### config.mk
export PLATFORM = sky130hd
export DESIGN_NAME = vc_mem_arb_2to1
export DESIGN_NICKNAME = d
export VERILOG_FILES = /design/src/rtl/vc_mem_arb_2to1.sv
export SDC_FILE = /design/constraint.sdc
export NUM_CORES = 1
export LEC_CHECK = 0
export ABC_AREA = 1
export CAP_MARGIN = 20
export CORE_AREA = 4 4 146 148
export CTS_CLUSTER_DIAMETER = 60
export DETAILED_ROUTE_END_ITERATION = 8
export DIE_AREA = 0 0 150 152
export PLACE_DENSITY = 0.53
export REMOVE_ABC_BUFFERS = 1
export SLEW_MARGIN = 15
export SYNTH_ARGS = -nofsm -noshare
export SYNTH_HDL_FRONTEND = slang
export SYNTH_SLANG_ARGS = --single-unit
### constraint.sdc
create_clock -name clk -period 2.4 [get_ports clk]
set_clock_uncertainty 0.15 [all_clocks]
set_input_delay 0.24 -clock clk [delete_from_list [all_inputs] [get_ports clk]]
set_output_delay 0.24 -clock clk [all_outputs]
set_load 0.005 [all_outputs]
### src/rtl/vc_mem_arb_2to1.sv
// vc_mem_arb_2to1: round-robin 2:1 memory request arbiter with in-order response steering
//   clk, reset                      : clock, synchronous active-high reset
//   req0_*/req1_*  (val/rdy/msg)    : requester request streams in
//   resp0_*/resp1_* (val/rdy/msg)   : requester response streams out
//   memreq_*  (val/rdy/msg)         : merged request stream to memory
//   memresp_* (val/rdy/msg)         : in-order response stream from memory
module vc_mem_arb_2to1 #(
    parameter int p_opaque_nbits    = 8,
    parameter int p_addr_nbits      = 32,
    parameter int p_data_nbits      = 32,
    parameter int p_max_outstanding = 4,
    localparam int c_req_nbits  = 3 + p_opaque_nbits + p_addr_nbits + 2 + p_data_nbits,
    localparam int c_resp_nbits = 3 + p_opaque_nbits + 2 + 2 + p_data_nbits
) (
    input  logic                    clk,
    input  logic                    reset,
    input  logic                    req0_val,
    output logic                    req0_rdy,
    input  logic [c_req_nbits-1:0]  req0_msg,
    input  logic                    req1_val,
    output logic                    req1_rdy,
    input  logic [c_req_nbits-1:0]  req1_msg,
    output logic                    resp0_val,
    input  logic                    resp0_rdy,
    output logic [c_resp_nbits-1:0] resp0_msg,
    output logic                    resp1_val,
    input  logic                    resp1_rdy,
    output logic [c_resp_nbits-1:0] resp1_msg,
    output logic                    memreq_val,
    input  logic                    memreq_rdy,
    output logic [c_req_nbits-1:0]  memreq_msg,
    input  logic                    memresp_val,
    output logic                    memresp_rdy,
    input  logic [c_resp_nbits-1:0] memresp_msg
);
    localparam int c_pw = $clog2(p_max_outstanding);

    logic                         prio;
    logic [p_max_outstanding-1:0] ids;
    logic [c_pw-1:0]              wr_ptr, rd_ptr;
    logic [c_pw:0]                count;
    logic                         full, empty, grant, head, push, pop;

    // full/empty come from registered count only, so a pop never frees a slot in the same cycle
    assign full  = count == (c_pw + 1)'(p_max_outstanding);
    assign empty = count == '0;

    // grant depends only on val and prio, never on any rdy
    assign grant = (req0_val & req1_val) ? prio : req1_val;
    assign head  = ids[rd_ptr];

    assign memreq_val = !reset & (req0_val | req1_val) & !full;
    assign memreq_msg = grant ? req1_msg : req0_msg;
    assign req0_rdy   = !reset & !grant & memreq_rdy & !full;
    assign req1_rdy   = !reset &  grant & memreq_rdy & !full;

    // only the head ID may take the response, so the other port can never overtake it
    assign resp0_val   = !reset & memresp_val & !empty & !head;
    assign resp1_val   = !reset & memresp_val & !empty &  head;
    assign resp0_msg   = memresp_msg;
    assign resp1_msg   = memresp_msg;
    assign memresp_rdy = !reset & !empty & (head ? resp1_rdy : resp0_rdy);

    assign push = memreq_val & memreq_rdy;
    assign pop  = memresp_val & memresp_rdy;

    always_ff @(posedge clk) begin
        if (reset) begin
            prio   <= 1'b0;
            wr_ptr <= '0;
            rd_ptr <= '0;
            count  <= '0;
        end else begin
            if (push) begin
                ids[wr_ptr] <= grant;
                wr_ptr      <= wr_ptr + 1'b1;
                prio        <= ~grant;
            end
            if (pop)
                rd_ptr <= rd_ptr + 1'b1;
            count <= count + {{c_pw{1'b0}}, push} - {{c_pw{1'b0}}, pop};
        end
    end

`ifndef SYNTHESIS
    always_ff @(posedge clk)
        if (!reset && memresp_val && empty)
            $display("ERROR: vc_mem_arb_2to1 unexpected response");

    task trace_module;
        $write("%h|%h () %h|%h",
               (req0_val && req0_rdy) ? req0_msg : '0,
               (req1_val && req1_rdy) ? req1_msg : '0,
               (resp0_val && resp0_rdy) ? resp0_msg : '0,
               (resp1_val && resp1_rdy) ? resp1_msg : '0);
    endtask
`endif
endmodule

==> Word level (Yosys, flattened, before mapping) <==
Cells that the tools add are included.
{ "op_classes": {"add_sub_neg": 4, "n_lt_le_gt_ge": 3, "eq_ne": 1, "mux": 8, "bitwise": 20, "reduce_logical": 8} }
{ "op_table": {"columns": ["operator", "n"], "rows": [
  ["$mux 77", 1],
  ["$and 1x1->1", 17],
  ["$lt 2x3->1 const B", 2],
  ["$logic_not 1->1", 5],
  ["$add 2x1->2 const B", 2],
  ["$bwmux 4", 1],
  ["$mux 1", 4],
  ["$add 3x1->3", 1],
  ["$eq 3x3->1 const B", 1],
  ["$logic_not 3->1", 1],
  ["$sub 3x1->3", 1],
  ["$bmux 1 s2", 1],
  ["$demux 1 s2", 1],
  ["$ge 2x1->1 const B", 1],
  ["$not 1->1", 2],
  ["$reduce_and 2->1", 1],
  ["$logic_and 1x1->1", 1],
  ["$or 1x1->1", 1]
]} }
{ "word_totals": {"reg_bits": 12, "out_inout_bits": 177} }

==> Longest topological paths before layout <==
{ "logic_depth": {"depth_word": 6, "ltp_mapped": 15} }

==> Worst setup path after synthesis <==
OpenSTA, ideal clock, no wires.
{ "synth_path": {"kind": "reg2reg", "from": "register count[1]", "to": "register count[2]", "t_arrival_ns": 1.947, "t_required_ns": 2.180, "path_slack_ns": 0.233, "path_stages_with_launch": 14, "n_path_buf": 0, "period_less_slack_ns": 2.167, "path_cell_list": "dfxtp_1 > inv_1 > nand3_1 > nand3_2 > a21oi_2 > inv_1 > ha_1 > inv_1 > ha_1 > inv_1 > fa_1 > inv_1 > o21ai_0 > a21oi_1"} }
{ "synth_via": {"elab_chain_len": 6} }
{ "synth_lines": {"columns": ["item", "line", "source"], "rows": [
  ["start: declaration", "41", "logic [c_pw:0] count;"],
  ["start signal: assignment", "81", "count <= count + {{c_pw{1'b0}}, push} - {{c_pw{1'b0}}, pop};"],
  ["$eq 3x3->1 or $logic_not 3->1 (tied branches)", "45, 46", null],
  ["$logic_not 1->1, on equally long branches", "52, 62", null],
  ["$and 1x1->1, on equally long branches", "52, 62", null],
  ["$and 1x1->1, on equally long branches", "64, 62", null],
  ["$add 3x1->3 or $and 1x1->1 (tied branches)", "81, 65", null],
  ["$sub 3x1->3 (*)", "81", null]
]} }
Every way passes the cells marked *; elsewhere a longest branch is shown, timed or not.
A chain may end at the register's enable or synchronous reset.

==> Final worst setup path <==
{ "layout_path": {"from": "input port req1_val", "to": "output port memreq_msg[62]"} }
{ "layout_via": {"elab_chain_len": 3} }
{ "layout_lines": {"columns": ["item", "line", "source"], "rows": [
  ["start: declaration", "20", "input logic req1_val,"],
  ["$and 1x1->1", "49", "assign grant = (req0_val & req1_val) ? prio : req1_val;"],
  ["$mux 1 (*)", "49", null],
  ["$mux 77 (*)", "53", "assign memreq_msg = grant ? req1_msg : req0_msg;"],
  ["end: declaration", "31", "output logic [c_req_nbits-1:0] memreq_msg,"]
]} }
Marks and branches as above.

==> metrics.md <==
| Metric | Value |
|---|---|
| Int Pwr | between 1 and 1.5 mW |
| Max-Slew Margin vs Limit | between 80% and 90% |
| Utilization after layout | a little under a quarter |
| Tmin final | roughly 2.4 ns |
| Maximum clock frequency | about 0.43 GHz |
| Hold-fix buffers, CTS | 0 |
| Clk root buf | clkbuf_16 |
| Switching share of power | a little under a third |
| Unrepaired setup endpoints after global routing | true |
| Measured slew at the worst slew-check pin | around 0.24 ns |
| Total global-route track usage | a little under an eighth |
| PortBufs | 244 |
| Vias post-DR | about 3100 |
| CTS Sinks | 12 |
| Crit path kind | in -> out |
| Nets | roughly 800 |
| Final setup vio count | 0 |
| Cell leakage power | ~2.2 nW |
| Max VDD drop | ~0.2 mV |
| Remaining global-route overflow | 0 |
| Initial antenna violation count | 1 |
| IO Count | 386 |
| Setup TNS | 0 ns |
| Vias per cell | between 3 and 4 |
| Logic pwr share | a little under two thirds |
| Clock Tree Buf Depth | 2 |
| Sequential-to-total area share from yosys stat | 11.8% |
| Average wire per standard cell | roughly 18 µm |
| Yosys warns | 0 |
| Starting DRT DRC Count | 103 |
| Clock group share of total power | 20.0% |
| Synthesized area per cell | 5.44 µm² |
| Wirelength, routed | around 16000 µm |
| Routability cong. | slightly above 0.8 |
| Hold Startpoint | memresp_msg[46] |
| Number of buffers created by CTS | 3 |
| Critical Path End Type | output port |
| Most frequent cells in the layout | clkdlybuf4s50_1 (243), nand2_1 (242), inv_1 (21), nor2_1 (13), buf_4 (11) |
| HP Class | in -> out |
| Slew Limit Fails | 0 |
| Final Hold Fails | 0 |
| Global-route wire length before repair | about 20000 µm |
| Die Y | between 150 and 200 µm |
| CP max FO | 19 |
| DRC | 0 |
| Die X | approximately 150 µm |
| Clk_lat worst skew | between 0.2 and 0.25 ns |
| Slowest-stage cell, CP | clkdlybuf4s50_1 |
| DRT Pass-1 Iters | 4 |
| Final period utilization | roughly 98% |
| Design Area, Final | ~4700 µm² |
| CP Data Arrival Time | 1.96 ns |
| Starting Density | a little under an eighth |
| Synthesis-stage register bit count | 12 |
| Number of diodes | 0 |
| CP startpoint kind | input pin |
| Std cell rows | 52 |
| CP Launch Point | req1_val |
| Seq pwr share | ~17% |
| Post-DP Area | approximately 4500 µm² |
| Netlist cell types | 21 |
| Largest net degree at the start of global routing | 44 |
| Status | finished, final reports clean |
| Worst R2R Start | rd_ptr[0]$_SDFFE_PP0P_ |
| P_sw | ~0.47 mW |
| PwrDens | 327 nW/µm² |
| Mapped Cells | 435 |
| Mapped cell area | roughly 2400 µm² |
| Vias in the first global route | 2960 |
| Layout cell share with drive strength beyond 1 | approximately 5.9% |
| Commonest non-fill, non-tap cell in the layout | clkdlybuf4s50_1 |
| CTS tree | built |
| # H-tree levels | 1 |
| Critical Path RT | around 2.0 ns |
| Dpl hpwl | ~13000 µm |
| Max incr delay on CP | roughly 0.51 ns |
| Antenna Violating Nets Remaining | 0 |
| Synth-to-Final Area Change | 100% |
| Core ar. | around 20000 µm² |
| Total die area | about 23000 µm² |
| Number of max-cap violations | 0 |
| Critical-path cell list | clkdlybuf4s50_1 > inv_2 > a21oi_4 > buf_4 > clkbuf_16 > nand2_1 > nand2_1 > clkdlybuf4s50_1 |
cells in the mapped netlist:
library cell	number	share of area, %
edfxtp_1	4	5.1
dfxtp_1	8	6.8
clkbuf_1	12	1.9
o21ai_1	1	0.21
nand3_2	3	1.3
a21oi_2	1	0.37
buf_2	4	0.85
buf_4	94	30
xnor2_1	1	0.37
a21oi_4	1	0.69
nor2_1	13	2.1
a21oi_1	7	1.5
nand2_1	244	39
o21ai_0	3	0.63
xor2_1	1	0.37
fa_1	1	0.85
nand3_1	5	1.1
nand3b_1	2	0.63
inv_2	3	0.48
ha_1	6	3.2
inv_1	21	3.3
layer usage:
metal	GRT usage (%)	routed length, µm	up-vias
met1	12.6	5790	1319
met4	0.784	38	8
met5	6.96	172	-
met3	13.1	3440	12
li1	-	-	1524
met2	16.2	6300	280
registers in the layout, indices dropped and copies added (netlist names):
register  flops
count         3
ids           4
prio          1
rd_ptr        2
wr_ptr        2
final timing paths:
check                            to  slack [ns]  cells past startpoint
min reg2reg  rd_ptr[1]$_SDFFE_PP0P_        0.36                      2
max reg2reg     count[2]$_SDFF_PP0_        0.16                     15
max                  memreq_msg[62]        0.05                      8
min                   resp0_msg[46]        0.33                      0
power by group through the flow:
stage | sequential [mW] | combinational, mW | clock [mW]
2_1_floorplan | 0.256 | 0.293 | 0
3_3_place_gp | 0.259 | 0.955 | 0
3_5_place_dp | 0.260 | 0.954 | 0
4_1_cts | 0.256 | 0.961 | 0.317
5_1_grt | 0.260 | 1.07 | 0.327
6_report | 0.257 | 0.982 | 0.310
cell type report:
cell class,instances,area [µm²]
fill,2259,15300
clock buffer,3,75.1
timing repair buffer,264,2720
tap,270,338
inverter,24,90.1
clock inverter,1,3.75
sequential,12,285
multi-input combinational,289,1230
logic make-up (layout without fill, tap and decap cells):
logic type / count (synthesis) / after routing / share of synthesized area, %
buffers and inverters: 134 / 292 / 36.3
and+or+nand+nor: 267 / 267 / 43.7
AOI/OAI and AO/OA: 13 / 13 / 3.38
xor gates and xnor gates: 2 / 2 / 0.740
adders and majority gates: 7 / 7 / 4.01
DFF: 12 / 12 / 11.8
critical path, delay by kind of cell:
kind                   cells  cell delay, ns
buffers and inverters      5            1.39
AND/OR/NAND/NOR            2            0.13
AO/OA/AOI/OAI              1            0.20
through the flow:
stage	hold WS [ns]	power, mW	worst slack (ns)	std cells
floorplan	0.159	0.549	-0.352	325
global placement	0.330	1.21	-0.0298	853
detailed placement	0.330	1.21	-0.0502	853
CTS	0.330	1.53	0.0264	857
global route	0.330	1.66	-0.0454	863
finish	0.330	1.55	0.0471	863
what timing repair did:
action,4_1_cts,5_1_grt
setup endpoints to repair,0,21
buffers inserted,0,2
resized for setup,0,7
No activity file was read; power rests on OpenSTA's default activity.
